### src/rtl/uart_pkg.sv
`default_nettype none
// ============================================================================
//  Module      : uart_pkg
//  Description : Shared UART definitions: transmitter state encoding,
//                parity-mode constants and a frame-length helper.
//  Revision    : 1.0 - initial release
// ============================================================================
package uart_pkg;

    // Transmitter frame phases
    typedef enum logic [2:0] {
        ST_IDLE   = 3'd0,
        ST_START  = 3'd1,
        ST_DATA   = 3'd2,
        ST_PARITY = 3'd3,
        ST_STOP   = 3'd4
    } uart_state_t;

    // Value XORed onto the data reduction to form the parity bit
    localparam logic PARITY_MODE_EVEN = 1'b0;
    localparam logic PARITY_MODE_ODD  = 1'b1;

    // Cycles from the start-bit falling edge to the end of the last stop bit
    function automatic int unsigned frame_cycles(
        input int unsigned data_width,
        input int unsigned clks_per_bit,
        input int unsigned parity_en,
        input int unsigned stop_bits
    );
        return (1 + data_width + parity_en + stop_bits) * clks_per_bit;
    endfunction

endpackage
`default_nettype wire

### src/rtl/uart_tx_if.sv
`default_nettype none
// ============================================================================
//  Module      : uart_tx_if
//  Description : Show-ahead FIFO read port between the UART FIFO and the
//                transmitter. master = consumer (transmitter),
//                slave = FIFO read side.
//  Revision    : 1.0 - initial release
// ============================================================================
interface uart_tx_if #(
    parameter int DATA_WIDTH = 8
) ();

    logic                  fifo_empty;
    logic [DATA_WIDTH-1:0] fifo_rd_data;
    logic                  fifo_rd_en;

    modport master (
        input  fifo_empty,
        input  fifo_rd_data,
        output fifo_rd_en
    );

    modport slave (
        output fifo_empty,
        output fifo_rd_data,
        input  fifo_rd_en
    );

endinterface
`default_nettype wire

### src/rtl/uart_bit_timer.sv
`default_nettype none
// ============================================================================
//  Module      : uart_bit_timer
//  Description : Bit-period counter running 0..CLKS_PER_BIT-1. bit_end is
//                high in the last cycle of each bit period; clear restarts
//                the period at count 0 on the next edge. Shared by the
//                transmitter and receiver. rst is asynchronous, active-low.
//  Revision    : 1.0 - initial release
// ============================================================================
module uart_bit_timer #(
    parameter int CLKS_PER_BIT = 16
) (
    input  wire logic clk,
    input  wire logic rst,
    input  wire logic clear,
    output logic      bit_end
);

    localparam int               CNT_W = $clog2(CLKS_PER_BIT);
    localparam logic [CNT_W-1:0] LAST  = CNT_W'(CLKS_PER_BIT - 1);

    logic [CNT_W-1:0] count;

    assign bit_end = (count == LAST);

    // Count through one bit period, wrapping at the end or on clear
    always_ff @(posedge clk or negedge rst) begin
        if (!rst) begin
            count <= '0;
        end else if (clear || bit_end) begin
            count <= '0;
        end else begin
            count <= count + CNT_W'(1);
        end
    end

endmodule
`default_nettype wire

### src/rtl/uart_tx.sv
`default_nettype none
// ============================================================================
//  Module      : uart_tx
//  Description : UART transmitter. Pops words from a show-ahead FIFO and
//                serialises them as start bit, LSB-first data, optional
//                parity and 1 or 2 stop bits. Back-to-back words follow
//                with no idle gap. rst is asynchronous, active-low.
//  Revision    : 1.0 - initial release
// ============================================================================
module uart_tx
    import uart_pkg::*;
#(
    parameter int DATA_WIDTH   = 8,
    parameter int CLKS_PER_BIT = 16,
    parameter int STOP_BITS    = 1,
    parameter int PARITY_EN    = 0,
    parameter int PARITY_ODD   = 0
) (
    input  wire logic clk,
    input  wire logic rst,
    uart_tx_if.master fifo,
    output logic      tx,
    output logic      tx_busy,
    output logic      tx_done
);

    localparam int   IDX_W       = $clog2(DATA_WIDTH);
    localparam logic PARITY_ON   = (PARITY_EN != 0);
    localparam logic PARITY_MODE = (PARITY_ODD != 0) ? PARITY_MODE_ODD
                                                     : PARITY_MODE_EVEN;
    localparam logic [IDX_W-1:0] LAST_IDX  = IDX_W'(DATA_WIDTH - 1);
    localparam logic             LAST_STOP = 1'(STOP_BITS - 1);

    uart_state_t           state;
    uart_state_t           state_next;
    logic [DATA_WIDTH-1:0] shift;
    logic                  parity_bit;
    logic [IDX_W-1:0]      bit_idx;
    logic                  stop_idx;
    logic                  bit_end;
    logic                  last_data;
    logic                  last_stop;
    logic                  pop;
    logic                  timer_clear;

    // ------------------------------------------------------------------
    // Bit-period timer: held at zero while idle and restarted on a pop so
    // every frame starts on a fresh bit boundary.
    // ------------------------------------------------------------------
    assign timer_clear = (state == ST_IDLE) || pop;

    uart_bit_timer #(
        .CLKS_PER_BIT (CLKS_PER_BIT)
    ) u_bit_timer (
        .clk     (clk),
        .rst     (rst),
        .clear   (timer_clear),
        .bit_end (bit_end)
    );

    // ------------------------------------------------------------------
    // Frame boundary decodes and the pop strobe. The pop is gated with
    // reset so no word is consumed while the block is held in reset.
    // ------------------------------------------------------------------
    assign last_data = (state == ST_DATA) && bit_end && (bit_idx == LAST_IDX);
    assign last_stop = (state == ST_STOP) && bit_end && (stop_idx == LAST_STOP);
    assign pop       = rst && !fifo.fifo_empty &&
                       ((state == ST_IDLE) || last_stop);

    assign fifo.fifo_rd_en = pop;
    assign tx_done         = last_stop;
    assign tx_busy         = (state != ST_IDLE);

    // State register
    always_ff @(posedge clk or negedge rst) begin
        if (!rst) begin
            state <= ST_IDLE;
        end else begin
            state <= state_next;
        end
    end

    // Next-state decode; a pop in the final stop cycle chains straight
    // into the next start bit
    always_comb begin
        state_next = state;
        case (state)
            ST_IDLE: begin
                if (pop) begin
                    state_next = ST_START;
                end
            end
            ST_START: begin
                if (bit_end) begin
                    state_next = ST_DATA;
                end
            end
            ST_DATA: begin
                if (last_data) begin
                    state_next = PARITY_ON ? ST_PARITY : ST_STOP;
                end
            end
            ST_PARITY: begin
                if (bit_end) begin
                    state_next = ST_STOP;
                end
            end
            ST_STOP: begin
                if (last_stop) begin
                    state_next = pop ? ST_START : ST_IDLE;
                end
            end
            default: begin
                state_next = ST_IDLE;
            end
        endcase
    end

    // Datapath: latch word and parity on a pop, then at each bit end load
    // the tx register with the level of the bit that follows
    always_ff @(posedge clk or negedge rst) begin
        if (!rst) begin
            tx         <= 1'b1;
            shift      <= '0;
            parity_bit <= 1'b0;
            bit_idx    <= '0;
            stop_idx   <= 1'b0;
        end else if (pop) begin
            shift      <= fifo.fifo_rd_data;
            parity_bit <= (^fifo.fifo_rd_data) ^ PARITY_MODE;
            tx         <= 1'b0;
            bit_idx    <= '0;
            stop_idx   <= 1'b0;
        end else if (bit_end) begin
            case (state)
                ST_START: begin
                    tx <= shift[0];
                end
                ST_DATA: begin
                    shift <= shift >> 1;
                    if (bit_idx == LAST_IDX) begin
                        tx <= PARITY_ON ? parity_bit : 1'b1;
                    end else begin
                        tx      <= shift[1];
                        bit_idx <= bit_idx + IDX_W'(1);
                    end
                end
                ST_PARITY: begin
                    tx <= 1'b1;
                end
                ST_STOP: begin
                    tx       <= 1'b1;
                    stop_idx <= stop_idx + 1'b1;
                end
                default: begin
                    tx <= 1'b1;
                end
            endcase
        end
    end

endmodule
`default_nettype wire

### src/flat_wrapper.sv
// flat-port wrapper written by rule: the top's interface ports become plain ports
module uart_tx_flat import uart_pkg::*;
#(
    parameter int DATA_WIDTH   = 8,
    parameter int CLKS_PER_BIT = 16,
    parameter int STOP_BITS    = 1,
    parameter int PARITY_EN    = 0,
    parameter int PARITY_ODD   = 0
)
  (clk, rst, tx, tx_busy, tx_done, fifo_fifo_empty, fifo_fifo_rd_data, fifo_fifo_rd_en);
  uart_tx_if #(.DATA_WIDTH(DATA_WIDTH)) fifo_i ();
  input  wire logic clk;
  input  wire logic rst;
  output logic tx;
  output logic tx_busy;
  output logic tx_done;
  input wire logic [$bits(fifo_i.fifo_empty)-1:0] fifo_fifo_empty;
  input wire logic [$bits(fifo_i.fifo_rd_data)-1:0] fifo_fifo_rd_data;
  output wire logic [$bits(fifo_i.fifo_rd_en)-1:0] fifo_fifo_rd_en;
  assign fifo_i.fifo_empty = fifo_fifo_empty;
  assign fifo_i.fifo_rd_data = fifo_fifo_rd_data;
  assign fifo_fifo_rd_en = fifo_i.fifo_rd_en;
  uart_tx #(.DATA_WIDTH(DATA_WIDTH), .CLKS_PER_BIT(CLKS_PER_BIT), .STOP_BITS(STOP_BITS), .PARITY_EN(PARITY_EN), .PARITY_ODD(PARITY_ODD)) u_core (.clk(clk), .rst(rst), .fifo(fifo_i), .tx(tx), .tx_busy(tx_busy), .tx_done(tx_done));
endmodule
### config.mk
export PLATFORM = sky130hd
export DESIGN_NAME = uart_tx_flat
export DESIGN_NICKNAME = d
export VERILOG_FILES = /design/src/rtl/uart_pkg.sv /design/src/rtl/uart_tx_if.sv /design/src/rtl/uart_bit_timer.sv /design/src/rtl/uart_tx.sv /design/src/flat_wrapper.sv
export SDC_FILE = /design/constraint.sdc
export NUM_CORES = 1
export LEC_CHECK = 0
export CAP_MARGIN = 5
export CORE_ASPECT_RATIO = 0.75
export CORE_UTILIZATION = 47
export DETAILED_ROUTE_END_ITERATION = 8
export PLACE_DENSITY = 0.75
export SETUP_SLACK_MARGIN = 0.2
export SLEW_MARGIN = 20
export SYNTH_ARGS = -nofsm -noshare
export SYNTH_HDL_FRONTEND = slang
export SYNTH_SLANG_ARGS = --single-unit
### constraint.sdc
create_clock -name clk -period 1.6 [get_ports clk]
set_input_delay 0.24 -clock clk [delete_from_list [all_inputs] [get_ports clk]]
set_output_delay 0.24 -clock clk [all_outputs]
set_load 0.05 [all_outputs]
After elaboration in Yosys (flattened, before gate mapping):

Cells that the tools add are included.

* bits of input ports: 11
* output and inout bits: 4
* word-level logic and storage cells: 63
* flip-flop bits (word level): 20

* bitwise gates (word level): 1
* add/sub/neg operators: 3
* muxes and demuxes: 22
* reduce and logical (&&, ||, !) cells: 19
* eq/ne operators: 12

Operator list (number)
* 3-bit 2-to-1 mux: 9
* 8-bit 2-to-1 mux: 3
* 3-bit one-hot mux with 5 select lines: 1
* 2-bit by 1-bit != test with 1-bit output, second input constant: 6
* 1-bit 2-to-1 mux: 7
* 3-bit by 2-bit == test with 1-bit output, second input constant: 2
* 3-bit == test, second input constant: 2
* 1-bit logical AND: 6
* 2-bit nonzero test: 3
* 5-bit AND reduction: 1
* 4-bit by 1-bit adder with 4-bit output, second input constant: 1
* 4-bit == test, second input constant: 1
* 4-bit 2-to-1 mux: 1
* 2-bit AND reduction: 2
* 3-bit by 1-bit adder with 3-bit output, second input constant: 1
* 3-bit by 1-bit == test with 1-bit output, second input constant: 1
* 3-bit zero test: 1
* 1-bit logical OR: 3
* 3-bit AND reduction: 1
* 3-bit nonzero test: 1
* 1-bit one-hot mux with 2 select lines: 1
* 1-bit adder, second input constant: 1
* 1-bit zero test: 1
* 1-bit inverter: 1

Depth between registers and ports, before layout:

Gate-level depths: netlist of the first run.

* depth after elaboration: 8
* depth in mapped cells: 6
* gate-level depth less buffers: 6

Modules after synthesis:

A second synthesis of the first run with hierarchy kept.

* cell total of the unflattened synthesis: 92
* area total of the unflattened synthesis: 1062.3 µm²

By module, submodules not included
* uart_tx: area an instance 890.9 µm², cells an instance 79, times used 1
* uart_bit_timer: area an instance 171.4 µm², cells an instance 13, times used 1

Worst setup path before layout of the first run:

No wires, ideal clock.

* path kind: reg2out
* start point: register u_core.state[1]
* end point: output fifo_fifo_rd_en
* data arrival time: 1413 ps
* slack: -53 ps
* stages on the path, launching flop included: 5
* path through: dfrtp_1 -> buf_6 -> or4b_4 -> a21oi_2 -> buf_4

* cells in the longest elaborated chain, start to end: 5
* elaborated cells between the ends (all ways): 6
* those cells by class: eq/ne (1); reduce/logical (5)

RTL lines
* from (decl): line uart_tx.sv:34 `uart_state_t state;`
* from (signal assigned): line uart_tx.sv:79 `state <= state_next;`
* 3-bit == test: line uart_tx.sv:66 `assign last_stop = (state == ST_STOP) && bit_end && (stop_idx == LAST_STOP);`
* 1-bit logical AND (2 in a row): line uart_tx.sv:66
* 1-bit logical OR (*): line uart_tx.sv:68 `((state == ST_IDLE) || last_stop);`
* 1-bit logical AND (*): line uart_tx.sv:67 `assign pop = rst && !fifo.fifo_empty &&`
* to (decl): line flat_wrapper.sv:19 `output wire logic [$bits(fifo_i.fifo_rd_en)-1:0] fifo_fifo_rd_en;`

Mark *: on every way between the ends. The rest lies on a longest branch, timed or not.

Worst setup path after layout of the first run:

* start point: register u_core.state[0]
* end point: output fifo_fifo_rd_en

The elaborated chain is that of the path after synthesis.

==> impl_metrics.yaml, run 1 <==
yosys:
  synth_area_um2: 1030
  yosys-top-cells-count: "dfrtp_1 (19), o21ai_0 (14), nand2_1 (12)"
  ys_async_sr_fraction_pct: 100
  synth_fp_nets: 117
  synth_seq_cells: 20
  yosysUniqueCellTypes: 32
  synth_edf_count: 0
  yosys-top-cells-area: "dfrtp_1 (46%), o21ai_0 (6.8%), mux2i_1 (4.9%)"
  synth_top_cell_by_area: "dfrtp_1"
  ys_seq_area_share_pct: 48.9
  ys.flop_type: "dfrtp_1"
  yosysWarnings: 0
  synthCells: 103
  synth.most_common_cell: "dfrtp_1"
  avgSynthCellArea_um2: 9.96
  synth_top_area_share_pct: 46.3
global_routing:
  antenna_found_initial: 0
  grt_max_degree: 22
  grt_pass1_wl_mm: 4.13
  grt_pass1_vias: 857
  grt-ovfl-total: 0
  grtUsageTotal_pct: 23.2
worst_hold_path:
  hp-class: "in2async"
clock_network:
  clock_latency_ns: 0.34
  cts_buffer_depth: 2
  clk_pin_slew_worst_paths_ns: 0.13
  numCtsBuffers: 3
  cts_tree: "done"
  h-tree-depth: 1
  clock-root-buffer: "clkbuf_4"
  cts.sinks: 20
detailed_routing:
  vias_per_cell: 5.92
  ant_nets: 0
  routed_wl_mm: 3.22
  route.detailed.drc: 0
  first_pass_iters: 4
  first_iter_violations: 51
  wire_per_inst_um: 18.6
  route.vias.total: 1025
worst_setup_path:
  worstPathArrival_ns: 1.64
  worstSetupEndpointType: "output port"
  worstPathCellList: "or4b_4 -> a21oi_4 -> buf_12"
  worstPathMaxFanout: 2
  slowest_stage: "or4b_4"
  critPathRequiredTime_ns: 1.36
  criticalPathCategory: "reg2out"
  slowest_delay_ns: 0.54
  critical_path.startpoint_type: "register"
timing:
  finalCriticalPeriod_ns: 1.88
  max_freq_ghz: 0.532
  finalSetupViolations: 15
  rsz0062_at_grt: "true"
  fin_worst_skew_ns: 0.0262
  whs_ns: 0.255
  finalMaxSlewViolations: 0
  maxSlewHeadroom_pct: 78.4
  tightest_slew_ns: 0.322
  hold_viol_final: 0
  setup_ws_ns: -0.279
  fin_crit_sh_pct: 117
  finalSetupTns_ns: -1.82
finish:
  final_cells: 173
  num_antenna_cells: 0
  final_area_um2: 1680
  fin_util_pct: 82.6
  nets: 164
  area_delta_synth_final_pct: 63.5
  drive_gt1_share_pct: 44.3
place:
  placed_cell_area_um2: 1320
  gp_congestion: 0.765
  dp_cells: 147
  hpwl_mm: 1.59
  io_buffers: 14
  pre_cts_slack_ns: -0.283
die:
  row_count: 14
  die_h_um: 42.5
  pin_count: 15
  die-area_um2: 2380
  die_w_um: 56.0
  core_um2: 2030
  initial_core_util_pct: 50.5
power:
  finalPower_mw: 2.32
  p_per_area_nw_per_um2: 1380
  leakagePower_nw: 0.729
  ir_worst_vdd_mv: 1.57
status:
  violations: "negative setup slack"
  outcome: "finished with violations"
run:
  max-cap-violations: 0
-- power by group --
| group | internal (mW) | leakage (nW) | total, mW | switching [mW] |
|---|---|---|---|---|
| registers | 0.728 | 0.247 | 0.916 | 0.188 |
| clock network | 0.0980 | 0.0150 | 0.270 | 0.172 |
| logic | 0.618 | 0.467 | 1.13 | 0.514 |
| total | 1.44 | 0.729 | 2.32 | 0.874 |
-- per-layer routing --
layer / GRT usage (%) / routed length, um / share of wire, % / vias to the layer above
met5: 0 / 0 / 0 / -
met4: 4.39 / 65 / 2.0 / 0
met3: 6.48 / 197 / 6.1 / 9
met2: 36.4 / 1600 / 50 / 37
met1: 32.8 / 1360 / 42 / 517
li1: - / - / - / 462
-- cell type report --
type / instances / area, um2
fillers: 111 / 354
clock buffers: 4 / 26.3
multi-input cells: 78 / 627
well taps: 24 / 30.0
flip-flops and latches: 20 / 503
repair buffers: 47 / 492
-- cell families after synthesis --
logic type	synth area share, %
multiplexers	4.88
adder cells (fa/ha/maj)	3.66
AND/OR/NAND/NOR	21.6
XOR/XNOR	2.56
buffers and inverters	4.15
flip-flops	48.9
AO/OA/AOI/OAI	14.3
-- flip-flops by register name, summed over array words and instances (netlist names) --
signal                    count
u_core.stop_idx               1
u_core.u_bit_timer.count      4
u_core.state                  3
u_core.bit_idx                3
u_core.shift                  8
u_core.tx                     1
-- cell usage in the layout, fill, tap and decap left out, drive strengths merged --
cell type	instances
dfrtp	19
nor3	1
clkdlybuf4s50	10
ha	3
buf	37
o21ai	14
nor4	1
nand4	1
a21boi	1
and3	3
o22ai	2
xnor2	2
a22oi	2
mux2i	5
nand2	12
a21oi	6
nand2b	2
nand3	5
nor2b	1
nand4b	1
clkbuf	4
nor3b	2
o31ai	1
dfstp	1
or4b	1
xor2	1
or3	3
nor2	7
nor4b	1
-- critical path, delay by kind of cell, from the launching register on --
kind                   cells  cell delay [ns]
AO/OA/AOI/OAI              1             0.18
buffers and inverters      1             0.16
flip-flops                 1             0.42
AND/OR/NAND/NOR            1             0.54
-- final timing paths --
kind	from	end	slack, ns	cells past startpoint
worst max-delay path	u_core.state[0]	fifo_fifo_rd_en	-0.28	3
worst min-delay path	rst	u_core.bit_idx[0]	0.26	2
worst max register to register	u_core.state[0]	u_core.shift[0]	-0.18	7
worst min register to register	u_core.shift[2]	u_core.shift[1]	0.51	2
max in group asynchronous	rst	u_core.tx	1.08	2
min in group clk	fifo_fifo_rd_data[3]	u_core.shift[3]	0.47	3
-- what timing repair did --
item / in CTS / in global routing
pin swaps: 6 / 8
hold buffers: 0 / 0
endpoints found under the setup margin: 16 / 23
hold endpoints to repair: 0 / 0
gates cloned: 0 / 1
resized for setup: 15 / 27
setup buffers: 8 / 13
No activity file was read; power rests on OpenSTA's default activity.
==> run 2, diff against run 1 <==
==> constraint.sdc (replaced) <==
create_clock -name clk -period 1.6 [get_ports clk]
set_input_delay 0.24 -clock clk [delete_from_list [all_inputs] [get_ports clk]]
set_output_delay 0.24 -clock clk [all_outputs]
set_load 0.01 [all_outputs]
==> run 2 against run 1 <==
Effect of this change:
- the flow still finishes with violations (negative setup slack)
- register-to-register slack improved by 0.03 ns
- critical path depth did not move
- clock-buffer cell count unchanged
- global-route usage grew 0.94 points
- highest routed layer unchanged
- cell count is 1.2% higher
- routed wire length increased by 3.8%
- die area did not move
- design area grew 1.4%
- fmax increased by 4.4%
- via count rose by 2.7%
- sequential cell count unchanged
- clock skew decreased by 0.012 ns
==> impl_metrics.yaml, run 2 (same netlist as run 1, synthesis figures left out) <==
finish:
  fin_util_pct: 83.7
  mostFrequentLayoutCell: "buf_4"
  num_antenna_cells: 0
  area_delta_synth_final_pct: 65.9
  reg_top3: "u_core.shift (8), u_core.u_bit_timer.count (4)"
  largest_register_ffs: 8
  mostFrequentLayoutCells: "buf_4 (21), dfrtp_1 (19), buf_6 (13)"
  drive_gt1_share_pct: 46.4
  regMostFlops: "u_core.shift"
  nets: 166
clock_network:
  h-tree-depth: 1
  cts_tree: "done"
  clock-root-buffer: "clkbuf_4"
  cts_buffer_depth: 2
  clock_latency_ns: 0.32
  numCtsBuffers: 3
  cts.sinks: 20
  clk_pin_slew_worst_paths_ns: 0.12
power:
  combPwrFrac_pct: 44.4
  p_sw_mw: 0.820
  p_per_area_nw_per_um2: 1320
  sw_frac_of_total_pct: 36.6
  clock_power_share_pct: 13.6
  internal_power_mw: 1.42
  leakagePower_nw: 0.746
  seq_power_share_pct: 42.0
  finalPower_mw: 2.24
  ir_worst_vdd_mv: 1.17
worst_setup_path:
  criticalPathCategory: "reg2out"
  worstPathMaxFanout: 2
  critPathRequiredTime_ns: 1.36
  worstPathArrival_ns: 1.56
  worstSetupEndpointType: "output port"
  critical_path.startpoint_type: "register"
  crit_buf_inv: 1
  slowest_delay_ns: 0.52
  slowest_stage: "or4b_4"
  worstPathCellList: "or4b_4 -> a21oi_4 -> buf_2"
  cp_top_family: "simple AND/OR/NAND/NOR gates"
place:
  gp_congestion: 0.827
  hpwl_mm: 1.69
  io_buffers: 14
detailed_routing:
  first_pass_iters: 4
  routed_wl_mm: 3.34
  vias_per_cell: 6.02
  wire_per_inst_um: 19.1
  route.vias.total: 1053
  first_iter_violations: 29
  ant_nets: 0
  route.detailed.drc: 0
status:
  violations: "negative setup slack"
  outcome: "finished with violations"
global_routing:
  grtUsageTotal_pct: 24.2
  grt_pass1_vias: 959
  grt_pass1_wl_mm: 4.33
  met1_usage_pct: 29.6
  use_met3_pct: 7.10
  antenna_found_initial: 0
  grt-ovfl-total: 0
  busiest_layer: "met2"
  grt_use_met2_pct: 40.5
  grt_max_degree: 22
die:
  die-area_um2: 2380
  die_h_um: 42.5
  die_w_um: 56.0
  pin_count: 15
  row_count: 14
  core_um2: 2030
  initial_core_util_pct: 50.5
timing:
  tightest_slew_ns: 0.332
  finalSetupViolations: 12
  fin_crit_sh_pct: 113
  setup_ws_ns: -0.201
  maxSlewHeadroom_pct: 77.6
  max_freq_ghz: 0.555
  finalCriticalPeriod_ns: 1.80
  rsz0062_at_grt: "true"
  hold_viol_final: 0
  fin_worst_skew_ns: 0.0137
  finalMaxSlewViolations: 0
worst_hold_path:
  hp-class: "in2async"
run:
  max-cap-violations: 0
run 2: power by group through the flow:
stage	logic, mW	registers (mW)	clock network (mW)
after detailed placement	0.714	0.889	0
after floorplan	0.427	0.867	0
after global routing	1.09	0.965	0.321
after global placement	0.678	0.881	0
final	0.996	0.943	0.304
after CTS	0.793	0.893	0.303
run 2: cell type report:
| cell class | count | area [um2] |
|---|---|---|
| Timing Repair Buffer | 50 | 493 |
| Sequential cell | 20 | 502 |
| Multi-Input combinational cell | 77 | 641 |
| Clock buffer | 4 | 36.3 |
| Tap cell | 24 | 30.0 |
| Fill cell | 108 | 330 |
run 2: path summary, 6_finish.rpt:
path	start	to	slack, ns	cells past startpoint
setup / recovery	u_core.state[1]	fifo_fifo_rd_en	-0.20	3
hold / removal	rst	u_core.state[0]	0.28	2
setup reg to reg	u_core.state[0]	u_core.shift[6]	-0.15	7
hold reg to reg	u_core.shift[0]	u_core.shift[0]	0.55	2
max in group asynchronous	rst	u_core.tx	1.07	2
min in group clk	fifo_fifo_rd_data[5]	u_core.shift[5]	0.45	3
run 2: through the flow:
step	area [um2]	instances	setup WS, ns	setup TNS, ns	hold slack, ns
after floorplan	1070	103	0.0704	0	-0.0556
after global placement	1340	154	-0.547	-3.22	0.493
after detailed placement	1340	154	-0.544	-3.44	0.513
after CTS	1490	164	-0.177	-0.479	0.283
after global routing	1700	175	-0.243	-1.57	0.296
final	1700	175	-0.201	-0.938	0.275
run 2: per-layer routing:
layer  part of all wire [%]  vias up
li1                       -      465
met1                     43      530
met2                     48       43
met3                    5.9       15
met4                    3.2        0
met5                      0        -
run 2: repair_timing:
action                     CTS  global route
gates resized for setup     30            30
setup endpoints to repair   18            22
hold buffers                 0             0
pin swaps                   12            13
setup buffers                6            10
gates cloned                 0             1
